$ cat config.mk
export PLATFORM = sky130hd
export DESIGN_NAME = sys_bridge_n
export DESIGN_NICKNAME = d
export VERILOG_FILES = /design/src/rtl/bridge_pkg.sv /design/src/rtl/irq_edge_latch.sv /design/src/rtl/sys_bridge_n.sv
export SDC_FILE = /design/constraint.sdc
export NUM_CORES = 1
export LEC_CHECK = 0
export ABC_CLOCK_PERIOD_IN_PS = 6100
export BUFFER_PORTS_ARGS = -buffer_cell sky130_fd_sc_hd__clkbuf_2
export CORE_AREA = 2 2 106 108
export CTS_CLUSTER_DIAMETER = 30
export CTS_CLUSTER_SIZE = 20
export DETAILED_ROUTE_END_ITERATION = 10
export DIE_AREA = 0 0 108 110
export PLACE_DENSITY = 0.74
export SYNTH_ARGS = -nofsm -noshare
export SYNTH_HDL_FRONTEND = slang
export SYNTH_SLANG_ARGS = --single-unit
$ cat constraint.sdc
create_clock -name clk -period 6.1 [get_ports clk]
set_clock_uncertainty 0.05 [all_clocks]
set_input_delay 0.61 -clock clk [delete_from_list [all_inputs] [get_ports clk]]
set_output_delay 0.61 -clock clk [all_outputs]
set_load 0.05 [all_outputs]
$ cat src/rtl/bridge_pkg.sv
// Shared definitions for the M-stage memory-mapped bridge: control-window
// offsets, default device geometry, region select and the error bit index.
package bridge_pkg;

    localparam logic [31:0] BRG_PEND_OFF   = 32'h0;
    localparam logic [31:0] BRG_MASK_OFF   = 32'h4;
    localparam logic [31:0] BRG_ERR_OFF    = 32'h8;
    localparam logic [31:0] BRG_SPAN       = 32'd12;
    localparam logic [31:0] DEF_DEV_STRIDE = 32'h10;
    localparam int          DEF_DEV_SPAN   = 12;
    localparam int          ERR_BIT        = 31;

    typedef enum logic [1:0] {
        REG_DM   = 2'd0,
        REG_DEV  = 2'd1,
        REG_BRG  = 2'd2,
        REG_NONE = 2'd3
    } region_e;

    // Written as a - base < span so a window ending at the top of the
    // address space does not wrap.
    function automatic logic in_window(input logic [31:0] a,
                                       input logic [31:0] base,
                                       input logic [31:0] span);
        return (a >= base) && ((a - base) < span);
    endfunction

endpackage

$ cat src/rtl/irq_edge_latch.sv
// One interrupt channel: rising-edge detect against the previous-cycle sample
// feeding a sticky pending bit with write-1-to-clear; a new edge beats a clear.
module irq_edge_latch (
    input  logic clk,
    input  logic reset,
    input  logic level,
    input  logic clr,
    output logic pend
);

    logic prev;

    always_ff @(posedge clk) begin
        if (reset) begin
            prev <= 1'b0;
            pend <= 1'b0;
        end else begin
            prev <= level;
            if (level && !prev)
                pend <= 1'b1;
            else if (clr)
                pend <= 1'b0;
        end
    end

endmodule

$ cat src/rtl/sys_bridge_n.sv
// M-stage bridge to data memory, N_DEV device windows and a control window.
// Optional build macro BRIDGE_ERR_EN enables unmapped/partial-store fault capture.
module sys_bridge_n
    import bridge_pkg::*;
#(
    parameter int          N_DEV      = 2,
    parameter logic [31:0] DEV_BASE   = 32'h7f00,
    parameter logic [31:0] DEV_STRIDE = DEF_DEV_STRIDE,
    parameter int          DEV_SPAN   = DEF_DEV_SPAN,
    parameter logic [31:0] DM_LAST    = 32'h2fff
) (
    input  logic                 clk,
    input  logic                 reset,
    input  logic                 req,
    input  logic [31:0]          addr,
    input  logic [3:0]           byteen,
    input  logic [31:0]          wdata,
    input  logic [31:0]          dm_rdata,
    input  logic [32*N_DEV-1:0]  dev_rdata,
    input  logic [N_DEV-1:0]     dev_irq,
    output logic [3:0]           dm_we,
    output logic [N_DEV-1:0]     dev_we,
    output logic [31:0]          dev_addr,
    output logic [31:0]          dev_wdata,
    output logic [31:0]          rdata,
    output logic                 rd_valid,
    output logic                 irq
);

    localparam logic [31:0] BRG_BASE = DEV_BASE + DEV_STRIDE * 32'(N_DEV);

    // Handshake: req qualifies addr/byteen/wdata for exactly one cycle and is
    // never stalled. Stores strobe combinationally in the req cycle; a load
    // (byteen == 0) returns rdata with rd_valid high exactly one cycle later.

    region_e            region;
    logic [N_DEV-1:0]   dev_hit;
    logic [31:0]        dev_sel_rdata;
    logic [31:0]        brg_off;
    logic               is_load;
    logic               is_full;
    logic               wr_ok;
    logic               brg_wr;
    logic [N_DEV-1:0]   pend;
    logic [N_DEV-1:0]   pend_clr;
    logic [N_DEV-1:0]   mask;
    logic               err_flag;
    logic [31:0]        err_addr;
    logic [31:0]        pend_word;
    logic [31:0]        rd_mux;

    always_comb begin
        region        = REG_NONE;
        dev_hit       = '0;
        dev_sel_rdata = '0;
        if (addr <= DM_LAST) begin
            region = REG_DM;
        end else if (in_window(addr, BRG_BASE, BRG_SPAN)) begin
            region = REG_BRG;
        end else begin
            for (int k = 0; k < N_DEV; k++) begin
                if (in_window(addr, DEV_BASE + DEV_STRIDE * 32'(k), 32'(DEV_SPAN))) begin
                    region        = REG_DEV;
                    dev_hit[k]    = 1'b1;
                    dev_sel_rdata = dev_rdata[32*k +: 32];
                end
            end
        end
    end

    assign brg_off   = addr - BRG_BASE;
    assign is_load   = (byteen == 4'h0);
    assign is_full   = (byteen == 4'hf);
    assign wr_ok     = req && !reset && is_full;
    assign brg_wr    = wr_ok && (region == REG_BRG);

    assign dm_we     = (req && !reset && region == REG_DM) ? byteen : 4'h0;
    assign dev_we    = (wr_ok && region == REG_DEV) ? dev_hit : '0;
    assign dev_addr  = addr;
    assign dev_wdata = wdata;

    assign pend_clr  = (brg_wr && brg_off == BRG_PEND_OFF) ? wdata[N_DEV-1:0] : '0;

    for (genvar k = 0; k < N_DEV; k++) begin : g_irq
        irq_edge_latch u_latch (
            .clk   (clk),
            .reset (reset),
            .level (dev_irq[k]),
            .clr   (pend_clr[k]),
            .pend  (pend[k])
        );
    end

    always_ff @(posedge clk) begin
        if (reset)
            mask <= '0;
        else if (brg_wr && brg_off == BRG_MASK_OFF)
            mask <= wdata[N_DEV-1:0];
    end

`ifdef BRIDGE_ERR_EN
    logic fault;
    logic err_clr;

    // Partial stores only fault inside device/control windows; DM takes any byteen.
    assign fault   = req && !reset &&
                     ((region == REG_NONE) ||
                      ((region == REG_DEV || region == REG_BRG) && !is_load && !is_full));
    assign err_clr = brg_wr && (brg_off == BRG_PEND_OFF) && wdata[ERR_BIT];

    always_ff @(posedge clk) begin
        if (reset) begin
            err_flag <= 1'b0;
            err_addr <= '0;
        end else begin
            if (fault && (!err_flag || err_clr))
                err_addr <= addr;
            if (fault)
                err_flag <= 1'b1;
            else if (err_clr)
                err_flag <= 1'b0;
        end
    end
`else
    assign err_flag = 1'b0;
    assign err_addr = '0;
`endif

    assign pend_word = {err_flag, 31'b0} | 32'(pend);

    always_comb begin
        rd_mux = '0;
        case (region)
            REG_DM:  rd_mux = dm_rdata;
            REG_DEV: rd_mux = dev_sel_rdata;
            REG_BRG: begin
                if (brg_off == BRG_PEND_OFF)
                    rd_mux = pend_word;
                else if (brg_off == BRG_MASK_OFF)
                    rd_mux = 32'(mask);
                else if (brg_off == BRG_ERR_OFF)
                    rd_mux = err_addr;
            end
            default: rd_mux = '0;
        endcase
    end

    always_ff @(posedge clk) begin
        if (reset) begin
            rdata    <= '0;
            rd_valid <= 1'b0;
        end else begin
            rd_valid <= req && is_load;
            if (req && is_load)
                rdata <= rd_mux;
        end
    end

    assign irq = (|(pend & mask)) | err_flag;

endmodule

* Word level (Yosys, flattened, before mapping)
Cells that the tools add are included.
** Word-level totals
- Output and inout bits :: 104
- Bits in registers :: 39
- Logic and storage cells :: 66
- Input port bits :: 169
** Cells by class
- Add/sub/neg operators :: 3
- Mux-type cells :: 22
- Bitwise gates (word level) :: 1
- Equal/unequal tests :: 4
- Reduce and logical (&&, ||, !) cells :: 22
- $lt $le $gt $ge :: 7
** Operator list (count)
- 32-bit 2-to-1 mux :: 4
- 32-bit by 15-bit >= comparator with 1-bit output, second input constant :: 3
- 32-bit by 4-bit less-than comparator with 1-bit output, second input constant :: 3
- 32-bit case mux with 3 select lines :: 1
- 32-bit by 15-bit subtractor with 32-bit output, second input constant :: 3
- 32-bit by 3-bit equality test with 1-bit output, second input constant :: 1
- 32-bit by 14-bit less-or-equal comparator with 1-bit output, second input constant :: 1
- 32-bit logical NOT :: 1
- 2-bit 2-to-1 mux :: 10
- 1-bit logical AND :: 13
- 1-bit 2-to-1 mux :: 6
- 4-bit equality test, second input constant :: 1
- 4-bit logical NOT :: 1
- 4-bit 2-to-1 mux :: 1
- 2-bit nonzero test :: 2
- 1-bit logical NOT :: 3
- 2-bit bitwise AND :: 1
- 2-bit by 1-bit equality test with 1-bit output, second input constant :: 1
- 2-bit equality test, second input constant :: 1
- 2-bit logical NOT :: 1
- 2-bit OR reduction :: 1

* Depth between registers and ports, before layout
- Depth in word-level cells :: 13
- Depth in mapped cells :: 12
- Gate-level depth less buffers :: 10

* Hierarchy
A second synthesis with hierarchy kept.
** Unflattened totals
- Cell total of the unflattened synthesis :: 463
- Area total of the unflattened synthesis :: 3696.0 µm²
** By module, submodules not included
- sys_bridge_n :: cells each 451, instances 1, seq. area each 700.7 µm², area each 3560.9 µm²
- irq_edge_latch :: cells each 6, instances 2, seq. area each 40.0 µm², area each 67.6 µm²

* Worst setup path before layout
No wires, ideal clock.
- Path type :: in2out
- Start :: input addr[5]
- End :: output dev_we[1]
- Path slack :: 1.522 ns
- Buffers on the path :: 1
- Data arrival time :: 3.918 ns
- Data required time :: 5.440 ns
- Stages on the path :: 9
- Cell sequence :: clkbuf_1 inv_1 ha_1 nor2b_1 a211oi_2 mux2_2 nand2_1 or4_1 nor4_1
** Between the ends
- Longest elaborated chain between the ends :: 10
- Elaborated cells between the ends (all ways) :: 23
- Those cells by class :: add/sub (3); order compare (7); eq/ne (1); mux (8); reduce/logical (4)
** RTL lines
- from (decl) :: RTL line sys_bridge_n.sv:15 : input logic [31:0] addr,
- 32-bit by 15-bit subtractor with 32-bit output :: RTL line bridge_pkg.sv:25 : return (a >= base) && ((a - base) < span);
- 32-bit by 4-bit less-than comparator with 1-bit output :: RTL line bridge_pkg.sv:25
- 1-bit logical AND :: RTL line bridge_pkg.sv:25
- 2-bit 2-to-1 mux (2 in series) :: RTL line sys_bridge_n.sv:62 : if (in_window(addr, DEV_BASE + DEV_STRIDE * 32'(k), 32'(DEV_SPAN))) begin
- 2-bit 2-to-1 mux :: RTL line sys_bridge_n.sv:58 : end else if (in_window(addr, BRG_BASE, BRG_SPAN)) begin
- 2-bit 2-to-1 mux :: RTL line sys_bridge_n.sv:56 : if (addr <= DM_LAST) begin
- 2-bit by 1-bit equality test with 1-bit output :: RTL line sys_bridge_n.sv:78 : assign dev_we = (wr_ok && region == REG_DEV) ? dev_hit : '0;
- 1-bit logical AND :: RTL line sys_bridge_n.sv:78
- 2-bit 2-to-1 mux (*) :: RTL line sys_bridge_n.sv:78
- to (decl) :: RTL line sys_bridge_n.sv:22 : output logic [N_DEV-1:0] dev_we,
Every way passes the cells marked *; elsewhere a longest branch is shown, timed or not.

* Worst setup path in the final report
- Start :: input addr[5]
- End :: register rdata[29]
** Between the ends
- Longest elaborated chain between the ends :: 9
- Elaborated cells between the ends (all ways) :: 25
- Those cells by class :: add/sub (3); order compare (7); eq/ne (2); mux (9); reduce/logical (4)
** RTL lines
- 32-bit by 15-bit subtractor with 32-bit output :: RTL line bridge_pkg.sv:25
- 32-bit by 4-bit less-than comparator with 1-bit output :: RTL line bridge_pkg.sv:25
- 1-bit logical AND :: RTL line bridge_pkg.sv:25
- 2-bit 2-to-1 mux (2 in series) :: RTL line sys_bridge_n.sv:62
- 2-bit 2-to-1 mux :: RTL line sys_bridge_n.sv:58
- 2-bit 2-to-1 mux :: RTL line sys_bridge_n.sv:56
- 2-bit equality test (tied with other cells) :: RTL line sys_bridge_n.sv:133 : case (region)
- 32-bit case mux with 3 select lines (*) :: RTL line sys_bridge_n.sv:133
- to (signal assigned) :: RTL line sys_bridge_n.sv:155 : rdata <= rd_mux;
- to (decl) :: RTL line sys_bridge_n.sv:25 : output logic [31:0] rdata,
Marked as above.
A chain may end at the register's enable or synchronous reset.

==> qor_table.md <==
| Result | Reported | Unit |
|---|---|---|
| Status | complete, no violations | - |
| Die Span Y | 110 | um |
| Yosys warning count | 0 | - |
| Total I/O pin count | 273 | - |
| Post-synthesis instance area | 0.00410 | mm2 |
| Crit-path slowest cell | sky130_fd_sc_hd__nor3_4 | - |
| Count of final max-slew check failures | 0 | - |
| Number of hold buffers added after CTS | 0 | - |
| Clock Tree Buf Depth | 2 | - |
| Share of layout cells above drive strength 1 | 0.444 | - |
| Detail Route met3 WL | 1190 | um |
| Number of nets in the synthesized netlist | 702 | - |
| Wire length reported by the detailed router | 14000 | um |
| Placeable core region | 0.0107 | mm2 |
| Number of gates given a new drive strength after cts | 0 | - |
| Clock tree from TritonCTS | built | - |
| Critical path arrival | 4.40 | ns |
| Most common flop cell mapped by yosys | sky130_fd_sc_hd__dfxtp_1 | - |
| Post-placement setup slack | 1.59 | ns |
| Startpoint class of the critical path | input port | - |
| Initial cell density of the core | 0.384 | - |
| Antenna diodes | 0 | - |
| FFs w/ async S/R, synth | 0 | - |
| Pwr/cell area | 137 | mW/mm2 |
| Worst min path class | register to register | - |
| Syn_area_per_cell | 7.73 | um2 |
| Half-perimeter wire length after detailed placement | 11300 | um |
| Clock sink count | 39 | - |
| Routed wire length on met2 | 7090 | um |
| Clock Latency Late Sink | 0.28 | ns |
| Area growth from synthesis to final layout | 18.1 | % |
| Synthesized instance count | 531 | - |
| Final hold violation count | 0 | - |
| WL met1 | 5370 | um |
| Reg area | 781 | um2 |
| Max H-tree Level | 2 | - |
| Leakage Power | 0.00196 | uW |
| Clock transition time at the flip-flop clock pins of the worst setup and hold paths | 0.08 | ns |
| Post-Route Hold Slack | 0.396 | ns |
| Initial detailed-routing violation count | 341 | - |
| Full die area | 0.0119 | mm2 |
| Leftover overflow at the end of global routing | 0 | - |
| All-layer global routing usage | 0.227 | - |
| Endpoint required time on the critical path | 6.27 | ns |
| Register bit total from synthesis | 39 | - |
| Via count of the first global-routing pass | 4261 | - |
| Number of nets with antenna violations after detailed routing | 0 | - |
| Critical Path Fanout Max | 20 | - |
| Count of different cell masters after synthesis | 72 | - |
| Site row count | 38 | - |
| Wire length of the first global-routing pass | 21300 | um |
| Routability Congestion | 1.03 | - |
| Critical Path, Cell by Cell | clkbuf_2 > inv_1 > ha_1 > nor2b_1 > nor3_2 > o31ai_1 > nand4_1 > or4_4 > nor3_4 > buf_4 > mux2_2 > o21ai_1 | - |
| Total number of vias | 4510 | - |
| Number of enable flip-flop cells after synthesis | 0 | - |
| Slew margin rel. | 0.484 | - |
| Max-Cap Viols | 0 | - |
| Number of antenna violations at the first check in global routing | 0 | - |
| Nets | 827 | - |
| Setup TNS | 0 | ns |
| Final period demand of the worst path | 4.23 | ns |
| Largest net degree at the start of global routing | 57 | - |
| Count of input and output buffers | 212 | - |
| Kind of end point of the critical path | register | - |
| Area of the multi-input gates | 0.00266 | mm2 |
| Final routed wire length divided by cell count | 17.6 | um |
| Share of the clock period used by the worst path after layout | 0.693 | - |
| Vias per cell | 5.66 | - |
| Remaining DRCs | 0 | - |
| Fmax | 0.237 | GHz |
| Stage delay of the slowest cell on the critical path | 0.62 | ns |
| Crit Path Category | input port to register | - |
| Root buf cell | sky130_fd_sc_hd__clkbuf_8 | - |
| Setup-failing EPs final | 0 | - |
| First-pass iteration count of the detailed router | 5 | - |
| Floorplan die width | 108 | um |
| Worst ir drop on vdd | 106 | uV |
| Sequential cell area fraction in the yosys report | 0.190 | - |
| Worst-Margin Slew | 0.767 | ns |
| Layout filler cell count | 1093 | - |
| Unrepaired setup endpoints after global routing | no | - |
| Final setup margin | 1.87 | ns |
| Highest metal layer used by the detailed router | met4 | - |
| Cts bufs inserted | 5 | - |
| Post-CTS repair timing setup buffer count | 0 | - |
metal layers:
metal,global-route usage,vias up
met4,0.0815,0
met5,0,-
met3,0.0388,40
met2,0.407,230
li1,-,2172
met1,0.273,2068
worst paths after layout:
check | start | to | slack (ns) | depth (start not counted)
setup reg to reg | mask[1]$_SDFFE_PP0P_ | rdata[1]$_SDFFE_PP0P_ | 4.98 | 4
hold / removal | rdata[19]$_SDFFE_PP0P_ | rdata[19]$_SDFFE_PP0P_ | 0.40 | 2
setup / recovery | addr[5] | rdata[29]$_SDFFE_PP0P_ | 1.87 | 12
hold reg to reg | rdata[19]$_SDFFE_PP0P_ | rdata[19]$_SDFFE_PP0P_ | 0.40 | 2
logic make-up (layout without fill, tap and decap cells):
| kind of cell | count (synthesis) | after routing | share of synthesized area |
|---|---|---|---|
| compound gates | 159 | 159 | 0.257 |
| xor+xnor | 6 | 6 | 0.0128 |
| fa+ha+maj | 2 | 2 | 0.00610 |
| buf+inv | 105 | 231 | 0.171 |
| flops | 39 | 39 | 0.190 |
| mux | 42 | 42 | 0.113 |
| simple gates | 178 | 178 | 0.249 |
where the power goes:
| part | leakage [uW] | total (uW) | internal (uW) | switching (uW) |
|---|---|---|---|---|
| Combinational | 0.00159 | 191 | 63.9 | 127 |
| Clock | 0.0000581 | 215 | 122 | 93.6 |
| Sequential | 0.000315 | 257 | 256 | 0.756 |
| Total | 0.00196 | 663 | 442 | 221 |
critical path, delay by kind of cell:
family / cells / cell delay (ns)
compound gates: 2 / 0.50
simple gates: 5 / 1.93
fa+ha+maj: 1 / 0.28
mux: 1 / 0.38
buf+inv: 3 / 0.68
cell usage after synthesis, types with 4 or more instances:
library cell / number / area share
sky130_fd_sc_hd__nor2b_1: 6 / 0.0091
sky130_fd_sc_hd__o21ai_2: 8 / 0.017
sky130_fd_sc_hd__mux2i_1: 6 / 0.015
sky130_fd_sc_hd__nand4_1: 12 / 0.018
sky130_fd_sc_hd__nand4b_1: 7 / 0.015
sky130_fd_sc_hd__nor2_1: 27 / 0.025
sky130_fd_sc_hd__nand2b_1: 4 / 0.0061
sky130_fd_sc_hd__o21ai_1: 21 / 0.026
sky130_fd_sc_hd__mux2_2: 36 / 0.099
sky130_fd_sc_hd__a21oi_1: 46 / 0.056
sky130_fd_sc_hd__inv_1: 6 / 0.0055
sky130_fd_sc_hd__or3_1: 4 / 0.0061
sky130_fd_sc_hd__buf_2: 8 / 0.0098
sky130_fd_sc_hd__buf_4: 65 / 0.12
sky130_fd_sc_hd__nor4_1: 11 / 0.017
sky130_fd_sc_hd__a31oi_1: 5 / 0.0076
sky130_fd_sc_hd__clkbuf_1: 17 / 0.016
sky130_fd_sc_hd__nand3_1: 9 / 0.011
sky130_fd_sc_hd__nand2_1: 48 / 0.044
sky130_fd_sc_hd__and2_1: 4 / 0.0061
sky130_fd_sc_hd__o21ai_0: 15 / 0.018
sky130_fd_sc_hd__nor3_1: 12 / 0.015
sky130_fd_sc_hd__buf_6: 7 / 0.019
sky130_fd_sc_hd__dfxtp_1: 39 / 0.19
sky130_fd_sc_hd__and3_1: 8 / 0.012
sky130_fd_sc_hd__a22oi_1: 33 / 0.060
through the flow:
step / instances / util / total power, uW / area [um2]
final: 797 / 0.453 / 663 / 4850
after global routing: 797 / 0.453 / 697 / 4850
after floorplan: 531 / - / 433 / 4100
after CTS: 797 / 0.453 / 670 / 4850
after detailed placement: 789 / 0.443 / 451 / 4740
after global placement: 789 / 0.443 / 450 / 4740
flip-flops by register name, summed over array words and instances (netlist names):
register / flops
mask: 2
g_irq.u_latch.prev: 2
rdata: 32
g_irq.u_latch.pend: 2
rd_valid: 1
placed cells by master, fill, tap and decap left out, types with 6 or more instances in the layout:
cell	n
sky130_fd_sc_hd__nand3_1	9
sky130_fd_sc_hd__nor3_1	12
sky130_fd_sc_hd__o21ai_0	15
sky130_fd_sc_hd__mux2_2	36
sky130_fd_sc_hd__o21ai_1	21
sky130_fd_sc_hd__nand2_1	48
sky130_fd_sc_hd__and3_1	8
sky130_fd_sc_hd__clkbuf_2	212
sky130_fd_sc_hd__a22oi_1	33
sky130_fd_sc_hd__inv_1	6
sky130_fd_sc_hd__mux2i_1	6
sky130_fd_sc_hd__nor4_1	11
sky130_fd_sc_hd__nand4_1	12
sky130_fd_sc_hd__o21ai_2	8
sky130_fd_sc_hd__a21oi_1	45
sky130_fd_sc_hd__nand4b_1	7
sky130_fd_sc_hd__dfxtp_1	39
sky130_fd_sc_hd__nor2_1	27
layout make-up:
class | count | area share
flip-flops and latches | 39 | 0.161
well taps | 140 | 0.0361
repair buffers | 217 | 0.227
clock buffers | 5 | 0.0142
multi-input cells | 387 | 0.548
inverters | 6 | 0.00465
clock inverters | 3 | 0.00903
Note: power is estimated with default switching activity, not from simulation.
